<file path="config.mk">
export PLATFORM = sky130hd
export DESIGN_NAME = seq_chunk_adder_flat
export DESIGN_NICKNAME = d
export VERILOG_FILES = /design/src/rtl/adder_pkg.sv /design/src/rtl/seq_chunk_adder_if.sv /design/src/rtl/chunk_adder.sv /design/src/rtl/seq_chunk_adder.sv /design/src/flat_wrapper.sv
export SDC_FILE = /design/constraint.sdc
export NUM_CORES = 1
export LEC_CHECK = 0
export BUFFER_PORTS_ARGS = -buffer_cell sky130_fd_sc_hd__buf_2
export CAP_MARGIN = 40
export CORE_MARGIN = 2
export CORE_UTILIZATION = 54
export CTS_CLUSTER_DIAMETER = 120
export DETAILED_ROUTE_END_ITERATION = 12
export PLACE_DENSITY = 0.77
export SLEW_MARGIN = 30
export SYNTH_ARGS = -nofsm -noshare
export SYNTH_HDL_FRONTEND = slang
export SYNTH_HIERARCHICAL = 1
export SYNTH_SLANG_ARGS = --single-unit
export TNS_END_PERCENT = 20
</file>
<file path="constraint.sdc">
create_clock -name clk -period 3.7 [get_ports clk]
set_clock_uncertainty 0.1 [all_clocks]
set_input_delay 0.555 -clock clk [delete_from_list [all_inputs] [get_ports clk]]
set_output_delay 0.555 -clock clk [all_outputs]
set_load 0.005 [all_outputs]
</file>
<file path="src/rtl/adder_pkg.sv">
// Shared types and elaboration helpers for the chunked sequential adder.
package adder_pkg;

  typedef enum logic [1:0] {IDLE, ADD, DONE} state_e;

  function automatic int nchunk(int width, int chunk);
    return (width + chunk - 1) / chunk;
  endfunction

  // Index register must stay at least one bit wide even for a single chunk.
  function automatic int idx_width(int n);
    return (n > 1) ? $clog2(n) : 1;
  endfunction

endpackage

</file>
<file path="src/rtl/seq_chunk_adder_if.sv">
// Operand/result handshake bundle between the adder and its producer/consumer.
interface seq_chunk_adder_if #(parameter int WIDTH = 16);
  logic             in_valid;
  logic             in_ready;
  logic [WIDTH-1:0] a;
  logic [WIDTH-1:0] b;
  logic             cin;
  logic             out_valid;
  logic             out_ready;
  logic [WIDTH-1:0] sum;
  logic             cout;
  logic             ovf;

  modport master (output in_valid, a, b, cin, out_ready,
                  input  in_ready, out_valid, sum, cout, ovf);
  modport slave  (input  in_valid, a, b, cin, out_ready,
                  output in_ready, out_valid, sum, cout, ovf);
endinterface

</file>
<file path="src/rtl/chunk_adder.sv">
// Combinational CHUNK-bit adder; also exposes the carry into its top bit for overflow detection.
module chunk_adder #(
  parameter int CHUNK = 4
) (
  input  logic [CHUNK-1:0] x,
  input  logic [CHUNK-1:0] y,
  input  logic             ci,
  output logic [CHUNK-1:0] s,
  output logic             co,
  output logic             c_msb_in
);
  logic [CHUNK:0] full;

  assign full     = {1'b0, x} + {1'b0, y} + {{CHUNK{1'b0}}, ci};
  assign s        = full[CHUNK-1:0];
  assign co       = full[CHUNK];
  // The sum bit is x^y^carry_in, so the incoming carry falls out by xor-ing it back.
  assign c_msb_in = x[CHUNK-1] ^ y[CHUNK-1] ^ s[CHUNK-1];
endmodule

</file>
<file path="src/rtl/seq_chunk_adder.sv">
// Multi-cycle ripple adder: WIDTH-bit a+b+cin computed CHUNK bits per clock through one shared adder.
module seq_chunk_adder
  import adder_pkg::*;
#(
  parameter int WIDTH = 16,
  parameter int CHUNK = 4
) (
  input  logic         clk,
  input  logic         rst_n,
  seq_chunk_adder_if.slave bus
);
  localparam int NCHUNK = nchunk(WIDTH, CHUNK);
  localparam int IW     = idx_width(NCHUNK);
  localparam int PW     = NCHUNK * CHUNK;
  localparam int LASTW  = WIDTH - (NCHUNK - 1) * CHUNK;
  localparam logic [IW-1:0] LAST_IDX = IW'(NCHUNK - 1);

  state_e           state_q, state_d;
  logic [IW-1:0]    idx_q, idx_d;
  logic             carry_q, carry_d;
  logic [WIDTH-1:0] a_q, a_d, b_q, b_d, sum_q, sum_d;
  logic             cout_q, cout_d, ovf_q, ovf_d;

  logic [NCHUNK-1:0][CHUNK-1:0] a_ch, b_ch, sum_ch;
  logic [CHUNK-1:0] x, y, cs;
  logic             co, cmsb, last_co, last_ci;

  // Zero-pad operands to a whole number of chunks.
  assign a_ch = PW'(a_q);
  assign b_ch = PW'(b_q);
  assign x    = a_ch[idx_q];
  assign y    = b_ch[idx_q];

  chunk_adder #(.CHUNK(CHUNK)) u_chunk (
    .x        (x),
    .y        (y),
    .ci       (carry_q),
    .s        (cs),
    .co       (co),
    .c_msb_in (cmsb)
  );

  // With a partial last chunk, the true MSB sits at bit LASTW-1 of that chunk.
  if (LASTW == CHUNK) begin : g_full_last
    assign last_co = co;
    assign last_ci = cmsb;
  end else begin : g_part_last
    logic unused_cmsb;
    assign unused_cmsb = cmsb;
    assign last_co     = cs[LASTW];
    assign last_ci     = x[LASTW-1] ^ y[LASTW-1] ^ cs[LASTW-1];
  end

  always_ff @(posedge clk or negedge rst_n) begin
    if (!rst_n) begin
      state_q <= IDLE;
      idx_q   <= '0;
      carry_q <= 1'b0;
      a_q     <= '0;
      b_q     <= '0;
      sum_q   <= '0;
      cout_q  <= 1'b0;
      ovf_q   <= 1'b0;
    end else begin
      state_q <= state_d;
      idx_q   <= idx_d;
      carry_q <= carry_d;
      a_q     <= a_d;
      b_q     <= b_d;
      sum_q   <= sum_d;
      cout_q  <= cout_d;
      ovf_q   <= ovf_d;
    end
  end

  always_comb begin
    state_d       = state_q;
    idx_d         = idx_q;
    carry_d       = carry_q;
    a_d           = a_q;
    b_d           = b_q;
    sum_d         = sum_q;
    cout_d        = cout_q;
    ovf_d         = ovf_q;
    sum_ch        = PW'(sum_q);
    bus.in_ready  = 1'b0;
    bus.out_valid = 1'b0;
    unique case (state_q)
      IDLE: begin
        bus.in_ready = 1'b1;
        if (bus.in_valid) begin
          a_d     = bus.a;
          b_d     = bus.b;
          carry_d = bus.cin;
          idx_d   = '0;
          state_d = ADD;
        end
      end
      ADD: begin
        sum_ch[idx_q] = cs;
        sum_d         = WIDTH'(sum_ch);
        carry_d       = co;
        idx_d         = idx_q + 1'b1;
        if (idx_q == LAST_IDX) begin
          cout_d  = last_co;
          ovf_d   = last_ci ^ last_co;
          state_d = DONE;
        end
      end
      DONE: begin
        bus.out_valid = 1'b1;
        // Retiring and accepting share one edge so back-to-back adds have no bubble.
        bus.in_ready  = bus.out_ready;
        if (bus.out_ready) begin
          if (bus.in_valid) begin
            a_d     = bus.a;
            b_d     = bus.b;
            carry_d = bus.cin;
            idx_d   = '0;
            state_d = ADD;
          end else begin
            state_d = IDLE;
          end
        end
      end
      default: state_d = IDLE;
    endcase
  end

  assign bus.sum  = sum_q;
  assign bus.cout = cout_q;
  assign bus.ovf  = ovf_q;
endmodule

</file>
<file path="src/flat_wrapper.sv">
// flat-port wrapper written by rule: the top's interface ports become plain ports
module seq_chunk_adder_flat import adder_pkg::*;
#(
  parameter int WIDTH = 16,
  parameter int CHUNK = 4
)
  (clk, rst_n, bus_in_valid, bus_a, bus_b, bus_cin, bus_out_ready, bus_in_ready, bus_out_valid, bus_sum, bus_cout, bus_ovf);
  seq_chunk_adder_if #(.WIDTH(WIDTH)) bus_i ();
  input  logic clk;
  input  logic rst_n;
  input wire logic [$bits(bus_i.in_valid)-1:0] bus_in_valid;
  input wire logic [$bits(bus_i.a)-1:0] bus_a;
  input wire logic [$bits(bus_i.b)-1:0] bus_b;
  input wire logic [$bits(bus_i.cin)-1:0] bus_cin;
  input wire logic [$bits(bus_i.out_ready)-1:0] bus_out_ready;
  output wire logic [$bits(bus_i.in_ready)-1:0] bus_in_ready;
  output wire logic [$bits(bus_i.out_valid)-1:0] bus_out_valid;
  output wire logic [$bits(bus_i.sum)-1:0] bus_sum;
  output wire logic [$bits(bus_i.cout)-1:0] bus_cout;
  output wire logic [$bits(bus_i.ovf)-1:0] bus_ovf;
  assign bus_i.in_valid = bus_in_valid;
  assign bus_i.a = bus_a;
  assign bus_i.b = bus_b;
  assign bus_i.cin = bus_cin;
  assign bus_i.out_ready = bus_out_ready;
  assign bus_in_ready = bus_i.in_ready;
  assign bus_out_valid = bus_i.out_valid;
  assign bus_sum = bus_i.sum;
  assign bus_cout = bus_i.cout;
  assign bus_ovf = bus_i.ovf;
  seq_chunk_adder #(.WIDTH(WIDTH), .CHUNK(CHUNK)) u_core (.clk(clk), .rst_n(rst_n), .bus(bus_i));
endmodule
</file>
# [Yosys cells after proc, flatten, opt, wreduce, memory -nomap -nowiden]
# Index checks and enable logic that the tools add are counted.
[totals] reg_bits=55 inputBits=37 output_inout_bits=20 word_cells=56
[classes] n_addsub=3 magnitude_cmp=2 n_eq_ne=6 mux=26 bitwise=3 reduce_logical=8
[ops] operator="two-way mux 16 bit" n=4
[ops] operator="case mux 16 bit (2 select lines)" n=2
[ops] operator="binary-select mux 4 bit (select 2 bit)" n=2
[ops] operator="bitwise mux 16 bit" n=1
[ops] operator="two-way mux 4 bit" n=3
[ops] operator="case mux 2 bit (3 select lines)" n=2
[ops] operator="two-way mux 2 bit" n=5
[ops] operator="demux 4 bit (select 2 bit)" n=1
[ops] operator="AND reduction 2 bit" n=3
[ops] operator="adder 4 x 4 -> 5 bit" n=1
[ops] operator="adder 5 x 1 -> 5 bit" n=1
[ops] operator="equality test 2 bit, second input constant" n=2
[ops] operator="two-way mux 1 bit" n=4
[ops] operator="inequality test 2 bit, second input constant" n=2
[ops] operator="< comparator 2 x 3 -> 1 bit, second input constant" n=1
[ops] operator="case mux 1 bit (3 select lines)" n=1
[ops] operator="AND reduction 3 bit" n=1
[ops] operator="nonzero test 3 bit" n=1
[ops] operator="bitwise XOR 1 bit" n=3
[ops] operator="adder 2 x 1 -> 2 bit, second input constant" n=1
[ops] operator="equality test 2 x 1 -> 1 bit, second input constant" n=1
[ops] operator=">= comparator 2 x 1 -> 1 bit, second input constant" n=1
[ops] operator="logical NOT 2 bit" n=1
[ops] operator="inequality test 2 x 1 -> 1 bit, second input constant" n=1
[ops] operator="3 further kinds" n=3

# [Logic depth before layout (Yosys ltp)]
[depth] word_depth=6 ltp_mapped=10 depth_no_buf=9

# [By module]
# Netlist, hierarchy kept.
[modules_own_cells] module="seq_chunk_adder" n_inst=1 cells_each=146 area_per_inst_um2=2493.6 seq_area_each_um2=1376.3
[modules_own_cells] module="chunk_adder" n_inst=1 cells_each=17 area_per_inst_um2=143.9 seq_area_each_um2=0.0

# [Worst setup path before layout]
# OpenSTA, ideal clock, no wires.
[synth_path] kind="register -> register" start="register u_core.idx_q[0]" end="register u_core.carry_q" setup_ps=119 arrival_time_ps=2415 t_required_ps=3481 setup_slack_ps=1066 stages_incl_launch_ff=11 path_buffers=1 synth_period_minus_slack_ps=2634 path_cell_list="dfrtp_1 -> buf_2 -> mux4_2 -> fa_1 -> inv_1 -> fa_1 -> nor2b_1 -> o21ai_0 -> nand2b_1 -> o32ai_1 -> o21ba_2"
[synth_between] elab_chain_cells=5 word_cells_on_any_way=7 classes_between="add/sub (2); mux (5)"
[synth_rtl] element="start: declaration" line_no="seq_chunk_adder.sv:19" rtl="logic [IW-1:0] idx_q, idx_d;"
[synth_rtl] element="start signal: assignment" line_no="seq_chunk_adder.sv:66" rtl="idx_q <= idx_d;"
[synth_rtl] element="binary-select mux 4 bit (select 2 bit)" line_no="seq_chunk_adder.sv:32" rtl="assign y = b_ch[idx_q];"
[synth_rtl] element="two-way mux 4 bit (implied by the code)" line_no="seq_chunk_adder.sv:32"
[synth_rtl] element="named net u_core.y[0]" line_no="seq_chunk_adder.sv:25" rtl="logic [CHUNK-1:0] x, y, cs;"
[synth_rtl] element="adder 4 x 4 -> 5 bit" line_no="chunk_adder.sv:14" rtl="assign full = {1'b0, x} + {1'b0, y} + {{CHUNK{1'b0}}, ci};"
[synth_rtl] element="adder 5 x 1 -> 5 bit" line_no="chunk_adder.sv:14"
[synth_rtl] element="named net u_core.co" line_no="seq_chunk_adder.sv:26" rtl="logic co, cmsb, last_co, last_ci;"
[synth_rtl] element="case mux 1 bit (3 select lines)" line_no="seq_chunk_adder.sv:88" rtl="unique case (state_q)"
[synth_rtl] element="end signal: assignment" line_no="seq_chunk_adder.sv:67" rtl="carry_q <= carry_d;"
[synth_rtl] element="end: declaration" line_no="seq_chunk_adder.sv:20" rtl="logic carry_q, carry_d;"
# The timed path passes the listed nets, and every way through them passes these cells. The select of a mux whose other input is x is not followed.
# A chain may end at the register's enable or synchronous reset.

# [Final worst setup path]
# Same ends and word-level chain as after synthesis.

==> impl_metrics.env <==
export IMPL_status="complete, no violations"
export IMPL_cp_max_fo=12
export IMPL_setup_ws_ns=0.745
export IMPL_setup_tns_ns=0
export IMPL_cts_setup_buffers=0
export IMPL_path_clk_slew_ns=0.09
export IMPL_cts_hold_buffers=0
export IMPL_end_kind="flip-flop"
export IMPL_grt_pass1_wl_mm=7.33
export IMPL_crit_type="flip-flop to flip-flop"
export IMPL_antenna_cells=0
export IMPL_synthCells=163
export IMPL_fin_crit_ns=2.95
export IMPL_worstPathRequired_ns=3.80
export IMPL_pwr_share_clk_pct=10.1
export IMPL_rsz0062_at_grt="false"
export IMPL_design_portCount=57
export IMPL_core_area_sq_um=4720
export IMPL_clk_latency_ns=0.30
export IMPL_dp_hpwl_mm=3.30
export IMPL_synth_seq_cells=55
export IMPL_cts_tree="yes"
export IMPL_fin_util_pct=64.4
export IMPL_synth_nets=209
export IMPL_antenna_found_initial=0
export IMPL_total_leakage_power_nw=1.47
export IMPL_critPathTopFamily="flip-flops"
export IMPL_p_comb_share_pct=53.1
export IMPL_routed_wl_mm=4.44
export IMPL_pwr_density_cell_nw_per_um2=1020
export IMPL_htreeDepth=2
export IMPL_fillers=364
export IMPL_cp_buffers_inverters=1
export IMPL_die_y_microns=73.9
export IMPL_power_frac_seq_pct=36.8
export IMPL_p_sw_share_pct=35.6
export IMPL_clockBufferDepth=2
export IMPL_seq_area_sq_um=1380
export IMPL_avgSynthCellArea_sq_um=16.2
export IMPL_vias=1480
export IMPL_pre_cts_ws_ns=0.730
export IMPL_drc=0
export IMPL_yosysSeqAreaShare_pct=52.2
export IMPL_io_buffers=56
export IMPL_num_rows=25
export IMPL_clockRootBuffer="clkbuf_8"
export IMPL_clkSinkCount=55
export IMPL_drt_initial_drc_count=57
export IMPL_multi_input_area_sq_um=1180
export IMPL_synth_top_cell_by_area="dfrtp_1"
export IMPL_syn2layout_area_growth_pct=15.3
export IMPL_syn_area_sq_um=2640
export IMPL_ctsResizeCount=0
export IMPL_hold_ws_ns=0.140
export IMPL_r2r_slack_ns=0.75
export IMPL_cts_buffers=5
export IMPL_fin_crit_sh_pct=79.9
export IMPL_place_area_sq_um=2960
export IMPL_post_route_cell_area_sq_um=3040
export IMPL_synthTopCellsByArea="dfrtp_1 52%, mux2_4 17%, mux2_2 8.5%"
export IMPL_ant_nets=0
export IMPL_grt_use_total_pct=18.3
export IMPL_grt_overflow_total=0
export IMPL_max_stage_delay_ns=0.77
export IMPL_peakVddDrop_mv=0.493
export IMPL_die_area_sq_um=5460
export IMPL_holdCritPathClass="input port to async pin"
export IMPL_layout_drive_gt1_share_pct=57.0
export IMPL_first_pass_iters=4
export IMPL_hold_viol=0
export IMPL_die_x_microns=73.9
export IMPL_power_switching_mw=1.10
export IMPL_synth_warnings=6
export IMPL_internal_power_mw=2.00
export IMPL_cp_common_cell="fa_1"
export IMPL_setup_viol=0
export IMPL_start_kind="flip-flop"
export IMPL_synth_distinct_cells=29
export IMPL_synth_top_area_share_pct=52.2
export IMPL_grt_pass1_vias=1508
export IMPL_fmax_ghz=0.338
export IMPL_grt_max_degree=47
export IMPL_crit_slowest_cell="dfrtp_1"
export IMPL_place_congestion=0.716
export IMPL_crit_chain="mux4_2, fa_1, inv_1, fa_1, nor2b_1, o21ai_0, nand2b_1, o32ai_1, o21ba_2"
export IMPL_crit_arrival_ns=3.06
export IMPL_via_per_inst=5.10
export IMPL_worstMarginPinSlew_ns=0.738
export IMPL_wl_per_cell_microns=15.3
export IMPL_drv_slew=0
export IMPL_maxCapViolCount=0
export IMPL_initial_core_util_pct=55.8
export IMPL_relSlewSlack_pct=50.8
export IMPL_fin_nets=268
[path summary, 6_finish.rpt]
check,startpoint,end,cells after the start
setup / recovery,u_core/idx_q[0],u_core/carry_q,9
hold / removal,rst_n,u_core/bus.sum[0],1
setup reg to reg,u_core/idx_q[0],u_core/carry_q,9
hold reg to reg,u_core/bus.sum[8],u_core/bus.sum[8],1
max in group asynchronous,rst_n,u_core/a_ch[8],2
min in group clk,bus_out_ready,u_core/state_q[1],2
[final cells by class]
class,instances,area share (%)
flip-flops and latches,55,45.3
multi-input cells,96,38.8
repair buffers,57,9.55
well taps,67,2.76
clock buffers,5,2.26
inverters,7,0.864
clock inverters,3,0.494
[Yosys cell counts, drive strengths merged]
cell type  number
fa              2
o31ai           1
xnor2           2
nor2            2
nor2b           1
buf             5
nand3b          1
xor2            1
a21oi           1
and2b           2
mux2           49
o21ba           1
mux4            8
inv             7
o21ai           4
mux2i           1
ha              7
nand3           1
nand2           6
dfrtp          55
o32ai           1
nand2b          4
o22ai           1
[kinds of logic after synthesis]
group	after synthesis	share of synthesized area [%]
AOI/OAI and AO/OA	9	2.18
xor gates and xnor gates	3	0.996
adders and majority gates	9	4.84
buffers and inverters	12	3.08
DFF	55	52.2
muxes	58	32.3
and+or+nand+nor	17	4.46
[cells in the final DEF, fill, tap and decap left out, types with 2 or more instances in the layout]
cell,instances
buf_2,55
buf_4,2
clkbuf_8,5
clkinv_2,3
dfrtp_1,55
fa_1,2
ha_1,7
inv_1,7
mux2_2,20
mux2_4,29
mux4_2,8
nand2_1,5
nand2b_1,3
o21ai_0,4
xnor2_1,2
[per-stage QoR]
| stage | total power [mW] | std cells |
|---|---|---|
| CTS | 3.15 | 290 |
| finish | 3.10 | 290 |
| detailed placement | 2.83 | 282 |
| floorplan | 2.42 | 163 |
| global route | 3.38 | 290 |
| global placement | 2.78 | 282 |
[power groups by stage]
| stage | Clock, mW | Combinational [mW] | Sequential [mW] |
|---|---|---|---|
| floorplan | 0 | 1.36 | 1.06 |
| global placement | 0 | 1.62 | 1.15 |
| detailed placement | 0 | 1.67 | 1.16 |
| CTS | 0.330 | 1.67 | 1.15 |
| global route | 0.348 | 1.84 | 1.19 |
| finish | 0.313 | 1.65 | 1.14 |
[metal layers]
metal / vias up / share of wire (%) / global-route usage, %
met1: 739 / 48 / 25.4
met3: 4 / 4.8 / 4.12
met2: 43 / 47 / 28.9
li1: 694 / - / -
met5: - / 0 / 0
met4: 0 / 0.56 / 5.45
[flip-flops by register name, indices dropped and copies added (netlist names)]
register	flops
u_core/a_ch	16
u_core/b_ch	16
u_core/bus.sum	16
u_core/idx_q	2
u_core/state_q	2
u_core/bus.cout	1
u_core/bus.ovf	1
u_core/carry_q	1
Note: power is estimated with default switching activity, not from simulation.
